$ cat config.mk
export PLATFORM = sky130hd
export DESIGN_NAME = aes256_axis_ingress
export DESIGN_NICKNAME = d
export VERILOG_FILES = /design/src/rtl/aes256_pkg.sv /design/src/rtl/aes256_blk_fifo.sv /design/src/rtl/aes256_axis_ingress.sv
export SDC_FILE = /design/constraint.sdc
export NUM_CORES = 1
export LEC_CHECK = 0
export CORE_ASPECT_RATIO = 0.8
export CORE_MARGIN = 2
export CORE_UTILIZATION = 59
export CTS_CLUSTER_SIZE = 20
export DETAILED_ROUTE_END_ITERATION = 16
export PLACE_DENSITY_LB_ADDON = 0.08
export SLEW_MARGIN = 20
export SYNTH_ARGS = -nofsm -noshare
export SYNTH_HDL_FRONTEND = slang
export SYNTH_SLANG_ARGS = --single-unit
$ cat constraint.sdc
create_clock -name clk -period 16.6 [get_ports clk]
set_clock_uncertainty 0.05 [all_clocks]
set_input_delay 1.66 -clock clk [delete_from_list [all_inputs] [get_ports clk]]
set_output_delay 1.66 -clock clk [all_outputs]
set_load 0.01 [all_outputs]
$ cat src/rtl/aes256_pkg.sv
// Shared constants and types for the AES256 ingress front end.
package aes256_pkg;

    localparam int BLOCK_W = 128;

    localparam logic [1:0] MODE_ENC    = 2'b00;
    localparam logic [1:0] MODE_DEC    = 2'b01;
    localparam logic [1:0] MODE_KEYGEN = 2'b10;
    localparam logic [1:0] MODE_RSVD   = 2'b11;

    typedef enum logic [1:0] {
        IDLE  = 2'd0,
        ISSUE = 2'd1,
        WAIT  = 2'd2
    } ingress_state_e;

endpackage

$ cat src/rtl/aes256_blk_fifo.sv
// Synchronous show-ahead block FIFO; extra pointer MSB distinguishes full from empty.
module aes256_blk_fifo
    import aes256_pkg::*;
#(
    parameter int WIDTH = BLOCK_W + 2,
    parameter int DEPTH = 4
) (
    input  logic             clk,
    input  logic             resetn,
    input  logic             push_i,
    input  logic [WIDTH-1:0] wdata_i,
    input  logic             pop_i,
    output logic [WIDTH-1:0] rdata_o,
    output logic             full_o,
    output logic             empty_o
);

    localparam int AW = $clog2(DEPTH);
    localparam logic [AW:0] PTR_ONE = {{AW{1'b0}}, 1'b1};

    logic [WIDTH-1:0] mem_q [DEPTH];
    logic [AW:0]      wrPtr_q;
    logic [AW:0]      rdPtr_q;
    logic             doPush;
    logic             doPop;

    assign full_o  = (wrPtr_q[AW] != rdPtr_q[AW]) && (wrPtr_q[AW-1:0] == rdPtr_q[AW-1:0]);
    assign empty_o = (wrPtr_q == rdPtr_q);
    assign doPush  = push_i && !full_o;
    assign doPop   = pop_i && !empty_o;
    assign rdata_o = mem_q[rdPtr_q[AW-1:0]];

    always_ff @(posedge clk or negedge resetn) begin
        if (!resetn) begin
            wrPtr_q <= '0;
            rdPtr_q <= '0;
        end else begin
            if (doPush) wrPtr_q <= wrPtr_q + PTR_ONE;
            if (doPop)  rdPtr_q <= rdPtr_q + PTR_ONE;
        end
    end

    always_ff @(posedge clk) begin
        if (doPush) mem_q[wrPtr_q[AW-1:0]] <= wdata_i;
    end

endmodule

$ cat src/rtl/aes256_axis_ingress.sv
// AXI-Stream ingress: packs 4 words per block, queues blocks, and issues them one at a time to the AES256 core.
module aes256_axis_ingress
    import aes256_pkg::*;
#(
    parameter int FIFO_DEPTH  = 4,
    parameter int TIMEOUT_CYC = 1024
) (
    input  logic               clk,
    input  logic               resetn,
    input  logic [31:0]        s_tdata,
    input  logic               s_tvalid,
    output logic               s_tready,
    input  logic               s_tlast,
    input  logic [1:0]         s_tuser,
    output logic [BLOCK_W-1:0] dev_inp,
    output logic               dev_ctrl_dataIn,
    output logic [1:0]         dev_mod_en,
    input  logic               dev_ctrl_dataOut,
    input  logic               err_clr,
    output logic               busy,
    output logic               err_frame,
    output logic               timeout
);

    localparam int WCW    = $clog2(TIMEOUT_CYC) + 1;
    localparam int PACK_W = BLOCK_W - 32;
    localparam logic [WCW-1:0] WAIT_LAST = WCW'(TIMEOUT_CYC - 1);
    localparam logic [WCW-1:0] WAIT_ONE  = {{(WCW-1){1'b0}}, 1'b1};

    logic [1:0]         wordCnt_q, wordCnt_d;
    logic [PACK_W-1:0]  blk_q, blk_d;
    logic [1:0]         mode_q, mode_d;
    logic [1:0]         curMode;
    ingress_state_e     state_q, state_d;
    logic [WCW-1:0]     waitCnt_q, waitCnt_d;
    logic [BLOCK_W-1:0] devInp_q, devInp_d;
    logic [1:0]         devMode_q, devMode_d;
    logic               errFrame_q, errFrame_d;
    logic               timeout_q, timeout_d;
    logic               wordHs, fifoPush, fifoPop, fifoFull, fifoEmpty;
    logic               setFrameErr, setTimeout;
    logic [BLOCK_W+1:0] fifoHead;

    assign s_tready = (wordCnt_q != 2'd3) || !fifoFull;
    assign wordHs   = s_tvalid && s_tready;
    assign curMode  = (wordCnt_q == 2'd0) ? s_tuser : mode_q;

    // Word 3 is never stored; it goes straight into the FIFO with the three packed words.
    always_comb begin
        wordCnt_d   = wordCnt_q;
        blk_d       = blk_q;
        mode_d      = mode_q;
        fifoPush    = 1'b0;
        setFrameErr = 1'b0;
        if (wordHs) begin
            mode_d    = curMode;
            wordCnt_d = wordCnt_q + 2'd1;
            case (wordCnt_q)
                2'd0:    blk_d[PACK_W-1  -: 32] = s_tdata;
                2'd1:    blk_d[PACK_W-33 -: 32] = s_tdata;
                2'd2:    blk_d[PACK_W-65 -: 32] = s_tdata;
                default: begin
                    if (curMode == MODE_RSVD) setFrameErr = 1'b1;
                    else                      fifoPush    = 1'b1;
                end
            endcase
            if (s_tlast && (wordCnt_q != 2'd3)) begin
                wordCnt_d   = 2'd0;
                setFrameErr = 1'b1;
            end
        end
    end

    aes256_blk_fifo #(
        .WIDTH (BLOCK_W + 2),
        .DEPTH (FIFO_DEPTH)
    ) u_fifo (
        .clk     (clk),
        .resetn  (resetn),
        .push_i  (fifoPush),
        .wdata_i ({curMode, blk_q, s_tdata}),
        .pop_i   (fifoPop),
        .rdata_o (fifoHead),
        .full_o  (fifoFull),
        .empty_o (fifoEmpty)
    );

    // Device outputs load on entry to ISSUE so they are already valid alongside the strobe.
    always_comb begin
        state_d    = state_q;
        waitCnt_d  = waitCnt_q;
        devInp_d   = devInp_q;
        devMode_d  = devMode_q;
        fifoPop    = 1'b0;
        setTimeout = 1'b0;
        case (state_q)
            IDLE: begin
                if (!fifoEmpty) begin
                    state_d   = ISSUE;
                    devInp_d  = fifoHead[BLOCK_W-1:0];
                    devMode_d = fifoHead[BLOCK_W+1 -: 2];
                end
            end
            ISSUE: begin
                fifoPop   = 1'b1;
                waitCnt_d = '0;
                state_d   = WAIT;
            end
            WAIT: begin
                if (dev_ctrl_dataOut) begin
                    state_d = IDLE;
                end else if (waitCnt_q == WAIT_LAST) begin
                    state_d    = IDLE;
                    setTimeout = 1'b1;
                end else if (waitCnt_q != '1) begin
                    waitCnt_d = waitCnt_q + WAIT_ONE;
                end
            end
            default: state_d = IDLE;
        endcase
    end

    assign errFrame_d = (errFrame_q && !err_clr) || setFrameErr;
    assign timeout_d  = (timeout_q && !err_clr) || setTimeout;

    always_ff @(posedge clk or negedge resetn) begin
        if (!resetn) begin
            wordCnt_q  <= 2'd0;
            blk_q      <= '0;
            mode_q     <= MODE_ENC;
            state_q    <= IDLE;
            waitCnt_q  <= '0;
            devInp_q   <= '0;
            devMode_q  <= 2'd0;
            errFrame_q <= 1'b0;
            timeout_q  <= 1'b0;
        end else begin
            wordCnt_q  <= wordCnt_d;
            blk_q      <= blk_d;
            mode_q     <= mode_d;
            state_q    <= state_d;
            waitCnt_q  <= waitCnt_d;
            devInp_q   <= devInp_d;
            devMode_q  <= devMode_d;
            errFrame_q <= errFrame_d;
            timeout_q  <= timeout_d;
        end
    end

    assign dev_inp         = devInp_q;
    assign dev_mod_en      = devMode_q;
    assign dev_ctrl_dataIn = (state_q == ISSUE);
    assign busy            = (state_q != IDLE) || !fifoEmpty || (wordCnt_q != 2'd0);
    assign err_frame       = errFrame_q;
    assign timeout         = timeout_q;

endmodule
==> impl_metrics.env <==
export IMPL_worstPathMaxFanout=43
export IMPL_final_common_cell="edfxtp_1"
export IMPL_gp_congestion=0.772
export IMPL_final_cell_count_no_fill=2189
export IMPL_crit_slowest_cell="dfrtp_4"
export IMPL_initial_utilization_pct=59.6
export IMPL_setup_tns_ns=0
export IMPL_muxShareOfSynthArea_pct=20.6
export IMPL_cp_end_kind="output pin"
export IMPL_timing_rr_start="u_fifo.rdPtr_q[0]"
export IMPL_ant_nets=0
export IMPL_peakVddDrop_mv=0.139
export IMPL_r2r_slack_ns=12.55
export IMPL_synth_xor_area_share_pct=0.213
export IMPL_place_area_um2=31200
export IMPL_dpl_worst_slack_ns=11.18
export IMPL_rr_worst_depth=5
export IMPL_min_to="u_fifo.rdPtr_q[2]"
export IMPL_syn_to_final_growth_pct=16.7
export IMPL_grt_overflow=0
export IMPL_hp_start="u_fifo.rdPtr_q[2]"
export IMPL_crit_buf_inv=1
export IMPL_syn_avg_cell_area_um2=22.3
export IMPL_worst_slack_ns=11.72
export IMPL_die_area_um2=50600
export IMPL_synth_edff_count=520
export IMPL_track_usage_pct=21.6
export IMPL_root_buffer="clkbuf_16"
export IMPL_grt_first_pass_wirelength_um=82000
export IMPL_critPathLaunchType="flip-flop"
export IMPL_slew_violations=0
export IMPL_fp_dieW_um=251
export IMPL_avgViaCountPerCell=5.82
export IMPL_io_buffer_count=174
export IMPL_dp_cells=2054
export IMPL_ys_seq_elements=771
export IMPL_clock_latency_ns=0.60
export IMPL_synth_compound_area_share_pct=0.426
export IMPL_drt_iter0_drc=916
export IMPL_dr_total_vias=12730
export IMPL_finalInstanceArea_um2=33600
export IMPL_routed_wirelength_um=52500
export IMPL_p_leak_nw=11.9
export IMPL_fmax_ghz=0.205
export IMPL_syn_cell_area_um2=28800
export IMPL_worst_pin_slew_ns=0.982
export IMPL_finalPower_mw=6.20
export IMPL_synthDistinctLibCells=42
export IMPL_antenna_found_initial=1
export IMPL_whs_ns=0.436
export IMPL_cpPeakStageDelay_ns=1.06
export IMPL_rows=72
export IMPL_coreArea_um2=48300
export IMPL_postCtsSetupBuffers=0
export IMPL_seq_area_frac_synth_pct=76.0
export IMPL_cts_max_level=3
export IMPL_rsz0062_at_grt="no"
export IMPL_grt_pass1_vias=13464
export IMPL_synth_main_ff_cell="edfxtp_1"
export IMPL_power_density_nw_per_um2=184
export IMPL_hpwl_um=29000
export IMPL_ctsHoldBuffers=0
export IMPL_min_period_ns=4.88
export IMPL_cp_arrival_ns=3.17
export IMPL_synth_nets=1343
export IMPL_fin_crit_sh_pct=29.4
export IMPL_syn_inst=1292
export IMPL_die_h_um=202
export IMPL_cts_buffers=72
export IMPL_worst_endpoint_required_ns=14.89
export IMPL_boundaryPins=175
export IMPL_drive_above_1_share_pct=31.8
export IMPL_path_cells="xor2_1 -> or4b_1 -> clkdlybuf4s50_1"
export IMPL_cts_tree="yes"
export IMPL_async_reset_ff_share_pct=32.6
export IMPL_yosys_warnings=0
export IMPL_grt_max_degree=92
export IMPL_synth_top_family_by_area="multiplexers"
export IMPL_setup_violations_final=0
export IMPL_worstSetupPathType="flip-flop to output pin"
export IMPL_clock_sinks=771
export IMPL_ctsResizeCount=0
export IMPL_synthSimpleGateAreaFrac_pct=0.999
export IMPL_hold_viol=0
export IMPL_final_util_pct=69.6
export IMPL_critPathTopFamily="flip-flops"
export IMPL_synthAdderAreaFrac_pct=0.478
export IMPL_cap_violations=0
export IMPL_status="complete, no violations"
export IMPL_min_path_cells=1
export IMPL_slew_headroom_pct=34.5
export IMPL_drc_errors=0
export IMPL_wl_per_cell_um=24.0
export IMPL_first_pass_iters=4
export IMPL_worstReg2RegEnd="u_fifo.mem_q[2][84]"
export IMPL_hp_class="flip-flop to flip-flop"
export IMPL_clk_pin_slew_ns=0.07
export IMPL_mostFrequentLayoutCells="edfxtp_1, dfrtp_1, clkdlybuf4s50_1"
export IMPL_clock_path_buffers=3
export IMPL_nets=1551
area by class of cell:
type,instances,area (um2)
flip-flops and latches,771,21900
diodes,1,2.50
fillers,2999,14700
multi-input cells,452,6550
clock buffers,107,2100
clock inverters,26,314
well taps,629,787
inverters,11,41.3
repair buffers,192,1910
synthesized netlist by cell type, types with 3 or more instances:
| library cell | instances | area, um2 |
|---|---|---|
| dfrtp_1 | 251 | 6280 |
| and2_1 | 4 | 25.0 |
| nand4_1 | 4 | 25.0 |
| and3_4 | 3 | 33.8 |
| mux4_2 | 130 | 2930 |
| clkbuf_1 | 24 | 90.1 |
| mux2_2 | 143 | 1610 |
| nand3_1 | 3 | 15.0 |
| o21ai_0 | 4 | 20.0 |
| nand2_1 | 15 | 56.3 |
| inv_1 | 10 | 37.5 |
| ha_1 | 11 | 138 |
| xor2_1 | 5 | 43.8 |
| nor3_1 | 4 | 20.0 |
| mux2_4 | 90 | 1350 |
| buf_1 | 7 | 26.3 |
| edfxtp_1 | 520 | 15600 |
| buf_6 | 13 | 146 |
| buf_2 | 14 | 70.1 |
| mux2i_1 | 3 | 30.0 |
| nor2_1 | 5 | 18.8 |
report_power, final:
group          total (mW)  switching [mW]  internal, mW
combinational        1.71           0.678          1.03
sequential           2.82           0.297          2.52
clock                1.67           0.677         0.989
flip-flops by register name (all words and copies together), names as in the netlist:
signal          flops
blk_q              96
u_fifo.mem_q      520
dev_inp           128
state_q             2
mode_q              2
timeout             1
err_frame           1
waitCnt_q          11
u_fifo.wrPtr_q      3
wordCnt_q           2
u_fifo.rdPtr_q      3
dev_mod_en          2
kinds of logic (layout without fill, tap and decap cells):
family	Yosys count	after routing
flops	771	771
compound gates	17	17
xor+xnor	7	7
mux	366	366
simple gates	51	51
fa+ha+maj	11	11
buf+inv	69	336
other cells	0	1
layer usage:
layer	up-vias	global-route usage, %	part of all wire (%)
li1	5581	-	-
met1	6798	31.2	44
met2	269	34.6	49
met3	82	3.57	3.8
met4	0	6.82	2.3
met5	-	0	0
worst max path at each step:
stage	startpoint	endpoint	cells after the start
after CTS	u_fifo.rdPtr_q[0]	busy	4
final	u_fifo.rdPtr_q[0]	s_tready	3
after detailed placement	s_tvalid	u_fifo.mem_q[2][112]	5
after global routing	u_fifo.rdPtr_q[0]	busy	4
after floorplan	s_tuser[1]	u_fifo.mem_q[3][0]	3
after global placement	s_tvalid	u_fifo.mem_q[2][111]	5
(Power assumes the default switching activity.)
